==> src/rtl/adder_share_ctrl.sv <==
// Round-robin controller that time-shares one 8-bit adder among four requesters.
// 8-bit ops take a single low pass; 16-bit ops add a high pass chained through the carry.

module EightBitFullAdder (
  input  logic [7:0] a_i,
  input  logic [7:0] b_i,
  input  logic       c_i,
  output logic [7:0] s_o,
  output logic       c_o
);
  assign {c_o, s_o} = {1'b0, a_i} + {1'b0, b_i} + {8'b0, c_i};
endmodule

module adder_share_ctrl (
  input  logic        clk,
  input  logic        reset,
  input  logic [3:0]  req,
  input  logic [3:0]  wide,
  input  logic [63:0] opa,
  input  logic [63:0] opb,
  output logic [3:0]  gnt,
  output logic        busy,
  output logic        done,
  output logic [1:0]  done_id,
  output logic [15:0] result,
  output logic        c_out
);

  typedef enum logic [1:0] {IDLE, LOW, HIGH, DONE} state_e;

  state_e      state_q;
  logic [15:0] a_q, b_q;
  logic        wide_q;
  logic [1:0]  id_q, last_id_q;
  logic        carry_q;
  logic [7:0]  res_lo_q, res_hi_q;
  logic [3:0]  gnt_q;
  logic        done_q;
  logic [1:0]  done_id_q;
  logic [15:0] result_q;
  logic        c_out_q;

  logic        win_valid_d;
  logic [1:0]  win_id_d, cand_id_d;
  logic [7:0]  add_a_d, add_b_d, add_s_d;
  logic        add_c_d, add_co_d;

  // Round-robin: scan from the requester after the last winner, wrapping.
  // NOTE: every combinational output gets a default first, so no path leaves it unassigned (no latch).
  always_comb begin
    win_valid_d = 1'b0;
    win_id_d    = 2'd0;
    cand_id_d   = 2'd0;
    for (int k = 0; k < 4; k++) begin
      cand_id_d = last_id_q + 2'(k + 1);
      if (!win_valid_d && req[cand_id_d]) begin
        win_valid_d = 1'b1;
        win_id_d    = cand_id_d;
      end
    end
  end

  always_comb begin
    add_a_d = a_q[7:0];
    add_b_d = b_q[7:0];
    add_c_d = 1'b0;
    if (state_q == HIGH) begin
      add_a_d = a_q[15:8];
      add_b_d = b_q[15:8];
      add_c_d = carry_q;
    end
  end

  EightBitFullAdder u_adder (
    .a_i (add_a_d),
    .b_i (add_b_d),
    .c_i (add_c_d),
    .s_o (add_s_d),
    .c_o (add_co_d)
  );

  // NOTE: state is updated with non-blocking assignments so every flop samples pre-edge values.
  // NOTE: all registers, operand latches included, are reset so no stale op survives a reset.
  always_ff @(posedge clk or posedge reset) begin
    if (reset) begin
      state_q   <= IDLE;
      a_q       <= '0;
      b_q       <= '0;
      wide_q    <= 1'b0;
      id_q      <= '0;
      last_id_q <= 2'd3;
      carry_q   <= 1'b0;
      res_lo_q  <= '0;
      res_hi_q  <= '0;
      gnt_q     <= '0;
      done_q    <= 1'b0;
      done_id_q <= '0;
      result_q  <= '0;
      c_out_q   <= 1'b0;
    end else begin
      gnt_q  <= '0;
      done_q <= 1'b0;
      case (state_q)
        IDLE: begin
          if (win_valid_d) begin
            gnt_q     <= 4'b0001 << win_id_d;
            a_q       <= opa[16*win_id_d +: 16];
            b_q       <= opb[16*win_id_d +: 16];
            wide_q    <= wide[win_id_d];
            id_q      <= win_id_d;
            last_id_q <= win_id_d;
            state_q   <= LOW;
          end
        end
        LOW: begin
          res_lo_q <= add_s_d;
          carry_q  <= add_co_d;
          state_q  <= wide_q ? HIGH : DONE;
        end
        HIGH: begin
          res_hi_q <= add_s_d;
          carry_q  <= add_co_d;
          state_q  <= DONE;
        end
        DONE: begin
          done_q    <= 1'b1;
          done_id_q <= id_q;
          result_q  <= wide_q ? {res_hi_q, res_lo_q} : {8'h00, res_lo_q};
          c_out_q   <= carry_q;
          state_q   <= IDLE;
        end
        default: state_q <= IDLE;
      endcase
    end
  end

  assign gnt     = gnt_q;
  assign busy    = (state_q != IDLE);
  assign done    = done_q;
  assign done_id = done_id_q;
  assign result  = result_q;
  assign c_out   = c_out_q;

endmodule

==> config.mk <==
export PLATFORM = sky130hd
export DESIGN_NAME = adder_share_ctrl
export DESIGN_NICKNAME = d
export VERILOG_FILES = /design/src/rtl/adder_share_ctrl.sv
export SDC_FILE = /design/constraint.sdc
export NUM_CORES = 1
export LEC_CHECK = 0
export CORE_AREA = 3 3 142 89
export DETAILED_ROUTE_END_ITERATION = 16
export DIE_AREA = 0 0 145 92
export GPL_TIMING_DRIVEN = 0
export PLACE_DENSITY = 0.85
export SLEW_MARGIN = 20
export SYNTH_ARGS = -nofsm -noshare
export SYNTH_HDL_FRONTEND = slang
export SYNTH_SLANG_ARGS = --single-unit
==> constraint.sdc <==
create_clock -name clk -period 2.9 [get_ports clk]
set_input_delay 0.87 -clock clk [delete_from_list [all_inputs] [get_ports clk]]
set_output_delay 0.87 -clock clk [all_outputs]
set_load 0.01 [all_outputs]
==> results of run 1 <==
-- registers in the layout, indices dropped and copies added, names as in the netlist, 2 cells and up --
signal     cells
a_q           16
b_q           16
done_id        2
gnt            4
id_q           2
last_id_q      2
res_hi_q       8
res_lo_q       8
result        16
state_q        2
-- per-stage QoR --
step / hold slack [ns] / power [mW] / setup TNS (ns) / setup slack, ns
after floorplan: 0.444 / 5.18 / 0 / 0.0357
after global placement: 0.460 / 6.53 / -2.06 / -0.474
after detailed placement: 0.482 / 6.75 / -3.46 / -0.627
after CTS: 0.499 / 8.20 / 0 / 0.0189
after global routing: 0.517 / 9.06 / -0.0556 / -0.0379
final: 0.499 / 8.57 / 0 / 0.0563
-- repair_timing --
| action | CTS | global route |
|---|---|---|
| resized for setup | 15 | 8 |
| setup buffers | 4 | 8 |
| endpoints found under the setup margin | 11 | 9 |
| pin swaps | 3 | 8 |
-- layout make-up --
class	instances	area [µm²]	share of cell area, %
Clock inverter	7	77.6	1.09
Inverter	21	82.6	1.16
Sequential cell	80	2000	28.2
Timing Repair Buffer	172	1720	24.1
Tap cell	160	200	2.81
Buffer	42	293	4.11
Clock buffer	9	225	3.16
Multi-Input combinational cell	344	2520	35.4
-- worst paths after layout --
path / slack (ns) / cells past startpoint / end / start
hold reg to reg: 0.50 / 2 / res_hi_q[0] / res_hi_q[0]
setup reg to reg: 0.06 / 12 / res_hi_q[6] / state_q[0]
min in group asynchronous: 0.94 / 2 / result[14] / reset
setup / recovery: 0.06 / 12 / res_hi_q[6] / state_q[0]
max in group asynchronous: 1.12 / 4 / last_id_q[1] / reset
hold / removal: 0.50 / 2 / res_hi_q[0] / res_hi_q[0]
-- power groups by stage --
stage	sequential, mW	clock, mW	combinational (mW)
2_1_floorplan	1.99	0	3.19
3_3_place_gp	2.04	0	4.50
3_5_place_dp	2.06	0	4.69
4_1_cts	2.05	1.19	4.96
5_1_grt	2.12	1.24	5.70
6_report	2.07	1.18	5.33
-- per-layer routing --
layer,vias up,track usage (%)
met5,-,0
met4,0,11.3
met3,41,6.27
li1,2206,-
met2,306,39.8
met1,2377,34.6
-- synth_stat cells, types with 13 or more instances --
library cell	number
mux2_2	31
nand3_1	36
inv_1	21
dfrtp_1	78
nand2_1	31
a221o_1	33
o22a_1	33
nor2_1	13
o21ai_0	39
clkbuf_1	17
a21oi_1	46
-- cells by family after synthesis --
kind of cell | synth area share, %
simple gates | 9.78
xor+xnor | 0.365
compound gates | 29.3
buf+inv | 7.22
mux | 7.90
fa+ha+maj | 3.70
flops | 41.8
-- worst min-delay path, cell delays in order (launching register included) --
cell	delay, ns
dfrtp_1	0.35
nand2_1	0.05
o21ai_0	0.06
==> qor.yml, run 1 <==
outcome: "finished, final reports clean"
yosysTopAreaCellShare_pct: 40.7
cts_root_buffer: "clkbuf_16"
route.layer.met1.wl_um: 7490
num_io_pins: 163
crit_fanout: 7
grt_max_degree: 34
slowest_stage: "dfrtp_1"
dp_cells: 808
max_cap_viol_count: 0
antenna_found_initial: 0
synth_top_area_cell: "dfrtp_1"
fillCellCount: 860
cp.arrival_ns: 3.07
grt.total_usage_pct: 25.7
dpl-instance-area_um2: 6640
num_rows: 30
core_um2: 11300
hpwlAfterDp_um: 13100
drt_iter0_markers: 461
diodes: 0
top_layer: "met4"
fin_crit_ns: 2.84
placement.io_buffers: 158
syn_inst: 488
rsz0062_at_grt: "yes"
cts_buffers: 9
synth-async-reset-ratio_pct: 100
die_h_um: 92
path_buf_inv: 3
ctsHoldBuffers: 0
grt_pass1_wl_um: 26800
met2WireLength_um: 7890
initial_core_util_pct: 42.5
ys_warn_count: 0
area_growth_pct: 48.4
clockBufferDepth: 2
p_leak_nw: 2.81
final_common_cell: "clkdlybuf4s50_1"
synth_edf_count: 0
path_delay_family: "compound AO/OA/AOI/OAI gates"
p_comb_share_pct: 62.2
drt-pass1-iter-count: 5
final_cell_mix: "158 x clkdlybuf4s50_1, 78 x dfrtp_1, 45 x a21oi_1"
ys_seq_elements: 80
vias: 4930
max_slew_margin_pct: 38.2
synth_area_um2: 4800
ant_nets: 0
fin_crit_sh_pct: 98.1
htree_levels: 3
clock_sinks: 80
critPathMaxStageDelay_ns: 0.39
synth_fp_nets: 639
pwr-share-clk_pct: 13.7
syn_area_per_cell_um2: 9.83
seqPwrFrac_pct: 24.1
clk_pin_slew_worst_paths_ns: 0.06
synth_area_leaders: "dfrtp_1 41%, mux2_2 7.3%, a221o_1 6.9%"
post-route-drc-count: 0
cp_cell_sequence: "inv_2 > ha_4 > clkbuf_16 > mux2i_4 > fa_2 > inv_2 > fa_2 > a21o_1 > a21oi_4 > o21bai_1 > a211oi_2 > o31ai_1"
p_sw_mw: 3.69
yosysUniqueCellTypes: 55
yosysSeqAreaShare_pct: 41.8
p_per_area_nw_per_um2: 1200
ir_drop_uv: 627
cp.required_ns: 3.13
worstSetupPathType: "flip-flop to flip-flop"
fin_area_um2: 7120
worstMarginPinSlew_ns: 0.926
start_kind: "flip-flop"
p_sw_share_pct: 43.0
synth_ff_type: "dfrtp_1"
setup_viol: 0
drive_gt1_share_pct: 16.6
p_int_mw: 4.89
finClkSkew_ns: 0.0100
cts_tree: "done"
final_nets: 821
final_cell_count_no_fill: 835
fmax_ghz: 0.352
insertion_delay_ns: 0.35
die_w_um: 145
finalWeightedCongestion: 0.949
crit_path_end_kind: "flip-flop"
routed_wl_um: 17500
wire_per_inst_um: 21.0
fin_util_pct: 63.0
hp-class: "flip-flop to flip-flop"
grt_pass1_vias: 4987
grt_overflow_total: 0
die-area_um2: 13300
wl_met3_um: 1700
hold_violations: 0
finalMaxSlewViolations: 0
viasPerCell: 5.90
(Power assumes the default switching activity.)
==> run 2, diff against run 1 <==
Settings changed: CORE_AREA 3 3 142 89 to 2 2 141 88, DIE_AREA 0 0 145 92 to 0 0 143 90.
==> qor.yml, run 2 (synthesis gave the netlist of run 1 again) <==
p_sw_share_pct: 42.3
cts_root_buffer: "clkbuf_16"
dpl-instance-area_um2: 6640
rsz0062_at_grt: "yes"
outcome: "finished, final reports clean"
hp-start: "res_hi_q[3]"
p_sw_mw: 3.57
crit_path_end_kind: "flip-flop"
fin_area_um2: 7110
core_um2: 11700
hold_violations: 0
worstHoldPathCells: 2
worstSetupPathType: "flip-flop to flip-flop"
num_io_pins: 163
worstMarginPinSlew_ns: 0.880
clk_pin_slew_worst_paths_ns: 0.06
grt_pass1_wl_um: 25900
die_h_um: 90
finalMaxSlewViolations: 0
finClkSkew_ns: 0.00798
drive_gt1_share_pct: 16.4
die-area_um2: 12900
num_rows: 31
dp_cells: 813
initial_core_util_pct: 41.1
fin_ws_ns: 0.0256
cp.arrival_ns: 3.10
hold_end: "result[11]"
drt-pass1-iter-count: 5
r2r_cells: 13
crit_fanout: 7
grt.total_usage_pct: 26.6
antenna_found_initial: 1
place_ws_ns: -0.601
insertion_delay_ns: 0.34
setup_viol: 0
clockBufferDepth: 2
cp.required_ns: 3.12
final_cell_count_no_fill: 837
fin_crit_ns: 2.87
placement.io_buffers: 158
cts_tree: "done"
seqPwrFrac_pct: 24.5
r2r-start: "state_q[0]"
clock_sinks: 80
hpwlAfterDp_um: 13000
cts_buffers: 9
grt_pass1_vias: 4861
max_slew_margin_pct: 41.4
p_per_area_nw_per_um2: 1190
ant_nets: 0
grt_overflow_total: 0
whs_ns: 0.493
fin_crit_sh_pct: 99.1
p_leak_nw: 2.80
drt_iter0_markers: 436
vias: 4846
p_int_mw: 4.88
r2r_end: "res_lo_q[4]"
viasPerCell: 5.79
fmax_ghz: 0.348
final_cell_mix: "158 x clkdlybuf4s50_1, 77 x dfrtp_1, 45 x a21oi_1"
start_kind: "flip-flop"
fillCellCount: 944
routed_wl_um: 17100
final_nets: 818
area_growth_pct: 48.1
ff2ff_setup_slack_ns: 0.03
post-route-drc-count: 0
max_cap_viol_count: 0
die_w_um: 143
ctsHoldBuffers: 0
wire_per_inst_um: 20.4
p_comb_share_pct: 61.6
pwr-share-clk_pct: 13.9
htree_levels: 3
final_common_cell: "clkdlybuf4s50_1"
ir_drop_uv: 551
finalWeightedCongestion: 0.950
hp-class: "flip-flop to flip-flop"
grt_max_degree: 35
run 2: cell count changes in the layout (fill, tap and decap cells not counted), sizes merged:
cell	change
clkbuf	+2
buf	-3
diode	+1
inv	-2
clkinvlp	-1
run 2: worst max-delay path by stage:
stage	start	to	slack, ns
finish	state_q[0]	res_lo_q[4]	0.03
global route	state_q[0]	res_lo_q[6]	-0.04
CTS	state_q[0]	res_hi_q[6]	0.004
detailed placement	state_q[0]	res_hi_q[6]	-0.60
global placement	state_q[0]	res_hi_q[6]	-0.57
floorplan	state_q[0]	res_hi_q[6]	0.04
run 2: layout make-up:
type | count | area [µm²] | area share (%)
Antenna cell | 1 | 2.50 | 0.0352
Clock buffer | 11 | 253 | 3.56
Tap cell | 165 | 206 | 2.90
Multi-Input combinational cell | 344 | 2520 | 35.4
Clock inverter | 4 | 52.6 | 0.739
Sequential cell | 80 | 2010 | 28.2
Buffer | 43 | 308 | 4.33
Inverter | 21 | 82.6 | 1.16
Timing Repair Buffer | 168 | 1680 | 23.7
run 2: worst max-delay path, stage by stage, from the launching register on:
cell	delay (ns)
dfrtp_1	0.40
inv_2	0.09
ha_4	0.13
buf_8	0.11
clkbuf_16	0.16
mux2i_4	0.30
fa_2	0.28
inv_2	0.04
fa_2	0.34
a21o_1	0.20
a21oi_2	0.18
buf_4	0.13
xnor2_1	0.09
mux2_2	0.28
run 2: per-layer routing:
metal  up-vias  part of all wire [%]  GRT usage [%]  routed length [µm]
li1       2194                     -              -                   -
met1      2360                    44           36.1                7450
met2       245                    45           39.0                7650
met3        45                   8.8           9.54                1510
met4         2                   2.8           9.90                 474
met5         -                 0.076              0                  13
run 2: repair_timing:
item	4_1_cts	5_1_grt
endpoints found under the setup margin	9	9
setup buffers	5	3
gates resized for setup	14	12
pin swaps	5	6
run 2: power groups by stage:
stage	Combinational [mW]	Sequential, mW	Clock (mW)
floorplan	3.19	1.99	0
global placement	4.53	2.03	0
detailed placement	4.70	2.06	0
CTS	4.97	2.06	1.18
global route	5.61	2.13	1.23
finish	5.20	2.07	1.18
run 2: stage by stage:
| step | power (mW) | setup TNS [ns] | util, % |
|---|---|---|---|
| global placement | 6.56 | -2.57 | 56.5 |
| global route | 8.97 | -0.108 | 60.9 |
| CTS | 8.21 | 0 | 60.4 |
| floorplan | 5.18 | 0 | - |
| detailed placement | 6.76 | -3.25 | 56.8 |
| finish | 8.45 | 0 | 60.9 |
